**config.mk**
```make
export PLATFORM = sky130hd
export DESIGN_NAME = regfile_wb_sequencer_flat
export DESIGN_NICKNAME = d
export VERILOG_FILES = /design/src/rtl/y86_pkg.sv /design/src/rtl/regfile_wb_sequencer_if.sv /design/src/rtl/wb_queue.sv /design/src/rtl/regfile_wb_sequencer.sv /design/src/flat_wrapper.sv
export SDC_FILE = /design/constraint.sdc
export NUM_CORES = 1
export LEC_CHECK = 0
export CAP_MARGIN = 10
export CORE_MARGIN = 5
export CORE_UTILIZATION = 40
export DETAILED_ROUTE_END_ITERATION = 10
export HOLD_SLACK_MARGIN = 0.03
export PLACE_DENSITY_LB_ADDON = 0.08
export SLEW_MARGIN = 20
export SYNTH_ARGS = -nofsm -noshare
export SYNTH_HDL_FRONTEND = slang
export SYNTH_SLANG_ARGS = --single-unit
```
**constraint.sdc**
```tcl
create_clock -name clk -period 3.4 [get_ports clk]
set_clock_uncertainty 0.15 [all_clocks]
set_input_delay 0.68 -clock clk [delete_from_list [all_inputs] [get_ports clk]]
set_output_delay 0.68 -clock clk [all_outputs]
set_load 0.02 [all_outputs]
```
**src/rtl/y86_pkg.sv**
```systemverilog
// Y86-64 shared encodings and the write-back entry type.
// Used by decode, write-back and the register-file sequencer.
package y86_pkg;

  localparam logic [3:0] RAX   = 4'h0;
  localparam logic [3:0] RCX   = 4'h1;
  localparam logic [3:0] RDX   = 4'h2;
  localparam logic [3:0] RBX   = 4'h3;
  localparam logic [3:0] RSP   = 4'h4;
  localparam logic [3:0] RBP   = 4'h5;
  localparam logic [3:0] RSI   = 4'h6;
  localparam logic [3:0] RDI   = 4'h7;
  localparam logic [3:0] R8    = 4'h8;
  localparam logic [3:0] R9    = 4'h9;
  localparam logic [3:0] R10   = 4'hA;
  localparam logic [3:0] R11   = 4'hB;
  localparam logic [3:0] R12   = 4'hC;
  localparam logic [3:0] R13   = 4'hD;
  localparam logic [3:0] R14   = 4'hE;
  localparam logic [3:0] RNONE = 4'hF;

  localparam logic [3:0] IHALT   = 4'h0;
  localparam logic [3:0] INOP    = 4'h1;
  localparam logic [3:0] IRRMOVQ = 4'h2;
  localparam logic [3:0] IIRMOVQ = 4'h3;
  localparam logic [3:0] IRMMOVQ = 4'h4;
  localparam logic [3:0] IMRMOVQ = 4'h5;
  localparam logic [3:0] IOPQ    = 4'h6;
  localparam logic [3:0] IJXX    = 4'h7;
  localparam logic [3:0] ICALL   = 4'h8;
  localparam logic [3:0] IRET    = 4'h9;
  localparam logic [3:0] IPUSHQ  = 4'hA;
  localparam logic [3:0] IPOPQ   = 4'hB;

  typedef struct packed {
    logic [3:0]  addr;
    logic [63:0] data;
  } wb_entry_t;

endpackage

```
**src/rtl/regfile_wb_sequencer_if.sv**
```systemverilog
// Write-back bundle handshake from the retire stage.
// master drives the bundle, slave returns ready.
interface regfile_wb_sequencer_if;
  logic        wb_valid;
  logic        wb_ready;
  logic [3:0]  wb_dstE;
  logic [63:0] wb_valE;
  logic [3:0]  wb_dstM;
  logic [63:0] wb_valM;

  modport master (
    output wb_valid, wb_dstE, wb_valE,
    output wb_dstM, wb_valM,
    input  wb_ready
  );

  modport slave (
    input  wb_valid, wb_dstE, wb_valE,
    input  wb_dstM, wb_valM,
    output wb_ready
  );
endinterface

```
**src/rtl/wb_queue.sv**
```systemverilog
// Circular write queue: two push slots per cycle, one pop.
// push1 lands in the slot after push0 and is honoured only with push0.
module wb_queue
  import y86_pkg::*;
#(
  parameter int DEPTH = 4
) (
  input  logic                       clk,
  input  logic                       reset,
  input  logic                       push0,
  input  wb_entry_t                  push0_entry,
  input  logic                       push1,
  input  wb_entry_t                  push1_entry,
  input  logic                       pop,
  output wb_entry_t                  head,
  output logic                       empty,
  output logic [$clog2(DEPTH+1)-1:0] count
);

  localparam int PW = $clog2(DEPTH);
  localparam int CW = $clog2(DEPTH+1);

  wb_entry_t       mem_q [DEPTH];
  wb_entry_t       mem_d [DEPTH];
  logic [PW-1:0]   wr_ptr_q, wr_ptr_d;
  logic [PW-1:0]   rd_ptr_q, rd_ptr_d;
  logic [CW-1:0]   count_q, count_d;
  logic            do_pop;
  logic            do_push1;

  always_comb begin
    mem_d    = mem_q;
    do_pop   = pop & (count_q != '0);
    do_push1 = push0 & push1;
    if (push0) begin
      mem_d[wr_ptr_q] = push0_entry;
    end
    if (do_push1) begin
      mem_d[wr_ptr_q + PW'(1)] = push1_entry;
    end
    wr_ptr_d = wr_ptr_q + PW'(push0)
             + PW'(do_push1);
    rd_ptr_d = rd_ptr_q + PW'(do_pop);
    count_d  = count_q + CW'(push0)
             + CW'(do_push1) - CW'(do_pop);
  end

  always_ff @(posedge clk) begin
    if (reset) begin
      wr_ptr_q <= '0;
      rd_ptr_q <= '0;
      count_q  <= '0;
    end else begin
      wr_ptr_q <= wr_ptr_d;
      rd_ptr_q <= rd_ptr_d;
      count_q  <= count_d;
    end
  end

  // Storage needs no reset: empty masks stale slots.
  always_ff @(posedge clk) begin
    mem_q <= mem_d;
  end

  assign head  = mem_q[rd_ptr_q];
  assign empty = (count_q == '0);
  assign count = count_q;

endmodule

```
**src/rtl/regfile_wb_sequencer.sv**
```systemverilog
// Serialises E/M write-back results onto the single register-file
// write port and tracks per-register pending writes for decode stalls.
module regfile_wb_sequencer
  import y86_pkg::*;
#(
  parameter int DEPTH = 4,
  parameter int NREG  = 15
) (
  input  logic                   clk,
  input  logic                   reset,
  regfile_wb_sequencer_if.slave  wb,
  output logic                   rf_we,
  output logic [3:0]             rf_waddr,
  output logic [63:0]            rf_wdata,
  input  logic [3:0]             srcA,
  input  logic [3:0]             srcB,
  output logic                   busyA,
  output logic                   busyB,
  output logic                   idle
);

  localparam int CW = $clog2(DEPTH+1);

  logic [CW-1:0] count;
  logic          empty;
  wb_entry_t     head;
  wb_entry_t     e_entry;
  wb_entry_t     m_entry;
  wb_entry_t     push0_entry;
  logic          accept;
  logic          push_e;
  logic          push_m;
  logic          push0;
  logic          push1;
  logic          pop;
  logic [CW-1:0] pend_q [NREG];
  logic [CW-1:0] pend_d [NREG];

  // Two free slots guarantee any bundle fits.
  assign wb.wb_ready = (count <= CW'(DEPTH-2));
  assign accept      = wb.wb_valid & wb.wb_ready;

  always_comb begin
    push_e      = accept & (wb.wb_dstE != RNONE);
    push_m      = accept & (wb.wb_dstM != RNONE);
    e_entry     = '{addr: wb.wb_dstE,
                    data: wb.wb_valE};
    m_entry     = '{addr: wb.wb_dstM,
                    data: wb.wb_valM};
    push0       = push_e | push_m;
    push1       = push_e & push_m;
    push0_entry = push_e ? e_entry : m_entry;
    pop         = !empty;
  end

  wb_queue #(
    .DEPTH (DEPTH)
  ) u_queue (
    .clk         (clk),
    .reset       (reset),
    .push0       (push0),
    .push0_entry (push0_entry),
    .push1       (push1),
    .push1_entry (m_entry),
    .pop         (pop),
    .head        (head),
    .empty       (empty),
    .count       (count)
  );

  always_comb begin
    rf_we    = pop;
    rf_waddr = empty ? RNONE : head.addr;
    rf_wdata = empty ? 64'd0 : head.data;
    idle     = empty;
  end

  always_comb begin
    for (int r = 0; r < NREG; r++) begin
      pend_d[r] = pend_q[r]
        + CW'(push_e && wb.wb_dstE == 4'(r))
        + CW'(push_m && wb.wb_dstM == 4'(r))
        - CW'(pop && head.addr == 4'(r));
    end
  end

  always_comb begin
    busyA = 1'b0;
    busyB = 1'b0;
    for (int r = 0; r < NREG; r++) begin
      if (srcA == 4'(r) && pend_q[r] != '0)
        busyA = 1'b1;
      if (srcB == 4'(r) && pend_q[r] != '0)
        busyB = 1'b1;
    end
  end

  always_ff @(posedge clk) begin
    for (int r = 0; r < NREG; r++) begin
      if (reset) pend_q[r] <= '0;
      else       pend_q[r] <= pend_d[r];
    end
  end

endmodule

```
**src/flat_wrapper.sv**
```systemverilog
// flat-port wrapper written by rule: the top's interface ports become plain ports
module regfile_wb_sequencer_flat import y86_pkg::*;
#(
  parameter int DEPTH = 4,
  parameter int NREG  = 15
)
  (clk, reset, rf_we, rf_waddr, rf_wdata, srcA, srcB, busyA, busyB, idle, wb_wb_valid, wb_wb_dstE, wb_wb_valE, wb_wb_dstM, wb_wb_valM, wb_wb_ready);
  regfile_wb_sequencer_if wb_i ();
  input  logic clk;
  input  logic reset;
  output logic rf_we;
  output logic [3:0] rf_waddr;
  output logic [63:0] rf_wdata;
  input  logic [3:0] srcA;
  input  logic [3:0] srcB;
  output logic busyA;
  output logic busyB;
  output logic idle;
  input wire logic [$bits(wb_i.wb_valid)-1:0] wb_wb_valid;
  input wire logic [$bits(wb_i.wb_dstE)-1:0] wb_wb_dstE;
  input wire logic [$bits(wb_i.wb_valE)-1:0] wb_wb_valE;
  input wire logic [$bits(wb_i.wb_dstM)-1:0] wb_wb_dstM;
  input wire logic [$bits(wb_i.wb_valM)-1:0] wb_wb_valM;
  output wire logic [$bits(wb_i.wb_ready)-1:0] wb_wb_ready;
  assign wb_i.wb_valid = wb_wb_valid;
  assign wb_i.wb_dstE = wb_wb_dstE;
  assign wb_i.wb_valE = wb_wb_valE;
  assign wb_i.wb_dstM = wb_wb_dstM;
  assign wb_i.wb_valM = wb_wb_valM;
  assign wb_wb_ready = wb_i.wb_ready;
  regfile_wb_sequencer #(.DEPTH(DEPTH), .NREG(NREG)) u_core (.clk(clk), .reset(reset), .wb(wb_i), .rf_we(rf_we), .rf_waddr(rf_waddr), .rf_wdata(rf_wdata), .srcA(srcA), .srcB(srcB), .busyA(busyA), .busyB(busyB), .idle(idle));
endmodule
```
==> impl_results.md, run 1 <==
- Die Footprint: 0.0430 mm^2
- Worst-Skew Late Latency: 530 ps
- Largest net degree at the start of global routing: 67
- Critical-path maximum fanout: 12
- Vias: 13900
- Sink Count: 324
- CP Launch Type: flop
- Total Wirelength: 50.6 mm
- Die X: 207 um
- CTS tree: yes
- IO Port Bufs: 219
- Period utilisation layout: 0.979
- Syn_area_per_cell: 8.86 um^2
- Mapped Nets: 1957
- Post-CTS Hold Fix Bufs: 0
- CTS Root Cell: clkbuf_16
- GRT Overall Usage: 0.225
- Worst R2R Path Depth: 11
- Required time of the critical path: 2570 ps
- First-pass GRT wire length: 79.0 mm
- Starting Density: 0.404
- DP HPWL: 31.1 mm
- Worst min path class: flop to flop
- VDD IR max: 502 uV
- Number of global-route vias before repair: 13900
- Max Slew Vio Count: 0
- Layout cells sized above 1: 0.114
- Worst-path clk slew: 60 ps
- DRC: 0
- Total core area: 0.0386 mm^2
- Part of the Yosys area used for sequential elements: 0.416
- Synthesized cell area: 0.0156 mm^2
- Num ports: 220
- Fin nets: 2171
- Slew headroom: 0.363
- Max Cap Viol: 0
- First-pass detailed-route iteration total: 5
- CP arrival: 2500 ps
- Initial DRC Count: 1031
- RePlAce Congestion: 0.838
- Hold Path Stages: 2
- Fin area: 0.0198 mm^2
- H-tree levels: 2
- Lkg Pwr: 0.00807 uW
- Final hold vios: 0
- Crit path time final: 3330 ps
- Critical path class: flop to output port
- TritonCTS buffer count: 38
- Syn Inst Count: 1759
- Fin util: 0.515
- DP Area: 0.0185 mm^2
- Die height: 207 um
- Critical Path End Type: output port
- DR WL/cell: 20.1 um
- # setup viols final: 0
- Initial antenna violation count: 7
- Rows: 72
- Area grow syn2layout: 27.4%
- ANT nets after route: 0
- Achievable frequency: 300 MHz
- GR Overflow Total: 0
- Ys Warns: 0
- Vias/cell: 5.49
- Yosys cell types: 52
- #FFs+latches synth: 324
- Status: completed
- Pwr Density: 1080 mW/mm^2
- Clock buffer depth: 3
- Slew at the pin closest to its max-slew limit: 956 ps
## report_power, final
part | total, uW | internal, uW | switching [uW]
Sequential | 6820 | 5770 | 1060
Combinational | 10700 | 4990 | 5680
Clock | 3920 | 2350 | 1560
## synthesized netlist by cell type (all sizes together)
| master | n | area, um^2 |
|---|---|---|
| o31ai | 1 | 7.51 |
| clkbuf | 24 | 90.1 |
| or3 | 2 | 12.5 |
| nor2b | 101 | 632 |
| dfxtp | 324 | 6490 |
| a31oi | 2 | 12.5 |
| o21ai | 10 | 57.6 |
| ha | 18 | 225 |
| a22oi | 6 | 45.0 |
| o221a | 1 | 11.3 |
| o21a | 1 | 7.51 |
| nor2 | 575 | 2160 |
| nor3 | 20 | 100 |
| o31a | 1 | 8.76 |
| a21oi | 15 | 78.8 |
| xor2 | 2 | 17.5 |
| nor4 | 12 | 75.1 |
| nand3b | 1 | 7.51 |
| and4b | 1 | 10.0 |
| o22ai | 262 | 1640 |
| nand2 | 22 | 82.6 |
| nand4 | 11 | 75.1 |
| mux2i | 2 | 20.0 |
| fa | 33 | 661 |
| mux4 | 69 | 1550 |
| a211oi | 8 | 70.1 |
| nor4b | 3 | 26.3 |
| and2 | 3 | 18.8 |
| nor3b | 4 | 35.0 |
| a2111oi | 1 | 8.76 |
| a211o | 1 | 8.76 |
| buf | 101 | 607 |
| inv | 55 | 206 |
| o32ai | 2 | 17.5 |
| mux2 | 2 | 26.3 |
| xnor2 | 32 | 280 |
| nand2b | 7 | 43.8 |
| nand3 | 19 | 120 |
| or2 | 5 | 31.3 |
## registers in the layout (all words and copies together) (netlist names)
register / cells
u_core.u_queue.wr_ptr_q: 2
u_core.u_queue.rd_ptr_q: 2
u_core.u_queue.count: 3
u_core.pend_q: 45
u_core.u_queue.mem_q: 272
## critical path, cell delays in order (launching register included)
cell	delay (ps)
dfxtp_4	440
buf_12	140
clkbuf_16	190
mux4_2	500
nor2b_1	140
clkdlybuf4s50_1	550
## placed cells by master (no fill, tap or decap), drive strengths merged, types with 3 or more instances in the layout
| cell | n |
|---|---|
| or2 | 5 |
| inv | 56 |
| nand2 | 22 |
| mux4 | 69 |
| a21oi | 15 |
| clkinv | 3 |
| nor2 | 575 |
| a211oi | 8 |
| a22oi | 6 |
| nor2b | 101 |
| dlygate4sd2 | 40 |
| clkbuf | 60 |
| dfxtp | 324 |
| fa | 33 |
| nor3b | 4 |
| nand2b | 7 |
| nor4b | 3 |
| clkdlybuf4s50 | 154 |
| dlymetal6s2s | 23 |
| xnor2 | 32 |
| o21ai | 10 |
| nor4 | 12 |
| buf | 80 |
| o22ai | 262 |
| ha | 18 |
| diode | 6 |
| nor3 | 20 |
| nand3 | 19 |
| and2 | 3 |
| nand4 | 11 |
## timing repair
item | in CTS | in global routing
gates cloned | 0 | 1
setup buffers | 0 | 3
endpoints found under the setup margin | 68 | 29
resized for setup | 47 | 29
## final cells by class
type	count	area [um^2]
Fill cell	3692	18700
Clock inverter	7	91.3
Sequential cell	324	6490
Inverter	55	206
Multi-Input combinational cell	1255	8250
Timing Repair Buffer	299	3050
Clock buffer	59	1090
Antenna cell	6	15.0
Tap cell	518	648
## worst paths after layout
kind / end / startpoint / slack (ps)
setup / recovery: rf_wdata[31] / u_core.u_queue.rd_ptr_q[0] / 70
hold / removal: u_core.u_queue.mem_q[52] / u_core.u_queue.mem_q[52] / 310
setup reg to reg: u_core.pend_q[1][2] / u_core.u_queue.rd_ptr_q[0] / 130
hold reg to reg: u_core.u_queue.mem_q[52] / u_core.u_queue.mem_q[52] / 310
## through the flow
step	setup slack, ps	hold slack (ps)	total power (uW)	setup TNS (ps)	std cells
after detailed placement	-170	306	17800	-1710	2447
after CTS	-11.0	318	21500	-12.3	2513
after floorplan	109	285	13700	0	1759
final	70.5	314	21400	0	2523
after global routing	-11.2	336	22900	-15.6	2521
after global placement	-144	293	17600	-1180	2447
## cells by family (layout without fill, tap and decap cells)
group	count (synthesis)	in the layout	share of synthesized area
AO/OA/AOI/OAI	311	311	0.127
AND/OR/NAND/NOR	786	786	0.220
multiplexers	73	73	0.103
adder cells (fa/ha/maj)	51	51	0.0569
other	0	6	0
XOR/XNOR	34	34	0.0191
flip-flops	324	324	0.416
buffers and inverters	180	420	0.0580
## metal layers
layer	GRT usage	wire length (um)	vias up
met2	0.379	24100	462
met3	0.0478	3510	61
met4	0.0511	792	6
li1	-	-	6559
met5	0	35	-
met1	0.300	22100	6767
No activity file was read; power rests on OpenSTA's default activity.
==> inputs of run 2 (changes only) <==
--- a/config.mk
+++ b/config.mk
@@ -8,6 +8,7 @@
 export CAP_MARGIN = 10
 export CORE_MARGIN = 5
 export CORE_UTILIZATION = 40
+export CTS_BUF_LIST = sky130_fd_sc_hd__clkbuf_8 sky130_fd_sc_hd__clkbuf_16
 export DETAILED_ROUTE_END_ITERATION = 10
 export HOLD_SLACK_MARGIN = 0.03
 export PLACE_DENSITY_LB_ADDON = 0.08
==> impl_results.md, run 2 (synthesis results as in run 1) <==
- Status: completed (unchanged)
- DR WL/cell: 20.0 um (was 20.1 um)
- CTS Root Cell: clkbuf_16 (unchanged)
- Largest register by flop count: u_core.u_queue.mem_q (unchanged)
- RePlAce Congestion: 0.838 (unchanged)
- Required time of the critical path: 2570 ps (about the same)
- Clk network pwr share: 0.181 (was 0.183)
- DRC: 0 (unchanged)
- Sequential Power Share: 0.319 (about the same)
- Critical-path maximum fanout: 12 (unchanged)
- Fin util: 0.515 (unchanged)
- Rows: 72 (unchanged)
- Switch share: 0.389 (was 0.388)
- Period utilisation layout: 0.978 (was 0.979)
- Largest net degree at the start of global routing: 67 (unchanged)
- Crit path time final: 3330 ps (about the same)
- Die X: 207 um (unchanged)
- Final Non-Filler Cells: 2523 (unchanged)
- Largest regs: u_core.u_queue.mem_q: 272 flops, u_core.pend_q: 45 flops, u_core.u_queue.count: 3 flops (unchanged)
- Hold slack: 314 ps (about the same)
- Lkg Pwr: 0.00814 uW (was 0.00807 uW)
- Worst min path class: flop to flop (unchanged)
- CTS tree: yes (unchanged)
- Num ports: 220 (unchanged)
- GRT Overall Usage: 0.225 (unchanged)
- Cell Count Post-Placement: 2447 (unchanged)
- CP Launch Type: flop (unchanged)
- Sw Pwr: 8300 uW (about the same)
- Most common cell after layout, fill and taps aside: nor2_1 (unchanged)
- Comb pwr share: 0.499 (was 0.498)
- P_int: 13100 uW (about the same)
- DP HPWL: 31.1 mm (unchanged)
- Starting Density: 0.404 (unchanged)
- Die height: 207 um (unchanged)
- Fin area: 0.0198 mm^2 (unchanged)
- Post-CTS Hold Fix Bufs: 0 (unchanged)
- Max Slew Vio Count: 0 (unchanged)
- Final hold vios: 0 (unchanged)
- Max reg flops: 272 (unchanged)
- GR Overflow Total: 0 (unchanged)
- Worst-path clk slew: 60 ps (about the same)
- Reg-to-reg slack, setup: 130 ps (about the same)
- Slowest stage cell, crit path: clkdlybuf4s50_1 (unchanged)
- ANT nets after route: 0 (unchanged)
- Max Cap Viol: 0 (unchanged)
- IO Port Bufs: 219 (unchanged)
- Worst-Skew Late Latency: 530 ps (about the same)
- CP arrival: 2500 ps (about the same)
- Fillcell total: 3692 (unchanged)
- Total core area: 0.0386 mm^2 (unchanged)
- Die Footprint: 0.0430 mm^2 (unchanged)
- VDD IR max: 502 uV (about the same)
- TritonCTS buffer count: 38 (unchanged)
- First-pass GRT wire length: 79.0 mm (unchanged)
- Layout cells sized above 1: 0.114 (unchanged)
- DP Area: 0.0185 mm^2 (unchanged)
- Fin nets: 2171 (unchanged)
- Slew headroom: 0.362 (was 0.363)
- Pwr Density: 1080 mW/mm^2 (about the same)
- Achievable frequency: 301 MHz (was 300 MHz)
- # setup viols final: 0 (unchanged)
- Critical Path End Type: output port (unchanged)
- Critical path class: flop to output port (unchanged)
- Vias/cell: 5.48 (was 5.49)
- Initial DRC Count: 1050 (was 1031)
- Total Wirelength: 50.5 mm (was 50.6 mm)
- Vias: 13800 (was 13900)
- CP peak stage delay: 550 ps (about the same)
- Number of global-route vias before repair: 13900 (unchanged)
- Area grow syn2layout: 27.4% (unchanged)
- H-tree levels: 2 (unchanged)
- Slew at the pin closest to its max-slew limit: 957 ps (was 956 ps)
- Initial antenna violation count: 7 (unchanged)
- Sink Count: 324 (unchanged)
- First-pass detailed-route iteration total: 5 (unchanged)
- Total chip power: 21400 uW (about the same)
- Cell Chain, Critical Path: buf_12, clkbuf_16, mux4_2, nor2b_1, clkdlybuf4s50_1 (unchanged)
- Clock buffer depth: 3 (unchanged)
- Most frequent cells in the layout: 574 x nor2_1, 322 x dfxtp_1, 262 x o22ai_1, 154 x clkdlybuf4s50_1, 101 x nor2b_1 (unchanged)
run 2: cell types whose count changed in the layout (fill, tap and decap cells not counted):
| cell | previous run | this run |
|---|---|---|
| clkbuf_1 | 16 | 0 |
| inv_1 | 54 | 70 |
run 2: final timing paths:
| kind | from | endpoint | depth (start not counted) |
|---|---|---|---|
| setup / recovery | u_core.u_queue.rd_ptr_q[0] | rf_wdata[31] | 5 |
| hold / removal | u_core.u_queue.mem_q[52] | u_core.u_queue.mem_q[52] | 2 |
| setup reg to reg | u_core.u_queue.rd_ptr_q[0] | u_core.pend_q[1][2] | 11 |
| hold reg to reg | u_core.u_queue.mem_q[52] | u_core.u_queue.mem_q[52] | 2 |
run 2: power by group through the flow:
stage          registers, uW  logic, uW  clock network, uW
2_1_floorplan           6510       7220                  0
3_3_place_gp            6820      10800                  0
3_5_place_dp            6860      10900                  0
4_1_cts                 6800      10700               3990
5_1_grt                 7030      11700               4140
6_report                6820      10700               3870
run 2: area by class of cell:
cell class / instances / area, um^2 / area share
Antenna cell: 6 / 15.0 / 0.000757
Clock buffer: 43 / 1030 / 0.0520
Clock inverter: 23 / 151 / 0.00763
Inverter: 55 / 206 / 0.0104
Multi-Input combinational cell: 1255 / 8250 / 0.416
Sequential cell: 324 / 6490 / 0.327
Tap cell: 518 / 648 / 0.0327
Timing Repair Buffer: 299 / 3050 / 0.154
run 2: per-stage QoR:
step / setup slack, ps / TNS, ps
floorplan: 109 / 0
global placement: -144 / -1180
detailed placement: -170 / -1710
CTS: -11.2 / -12.7
global route: -11.5 / -16.8
finish: 74.9 / 0
run 2: critical path, delay by kind of cell (launching register included):
| family | cells | cell delay (ps) |
|---|---|---|
| DFF | 1 | 430 |
| muxes | 1 | 500 |
| buffers and inverters | 3 | 880 |
| and+or+nand+nor | 1 | 140 |
run 2: layer usage:
layer,global-route usage,up-vias,part of all wire
met5,0,-,0.00069
met4,0.0511,6,0.015
met3,0.0478,61,0.063
met2,0.379,445,0.48
met1,0.300,6755,0.44
li1,-,6557,-
run 2: what timing repair did:
action,4_1_cts,5_1_grt
buffers inserted,0,3
gates resized for setup,47,29
cloned,0,1
pin swaps,0,0
endpoints found under the setup margin,68,29
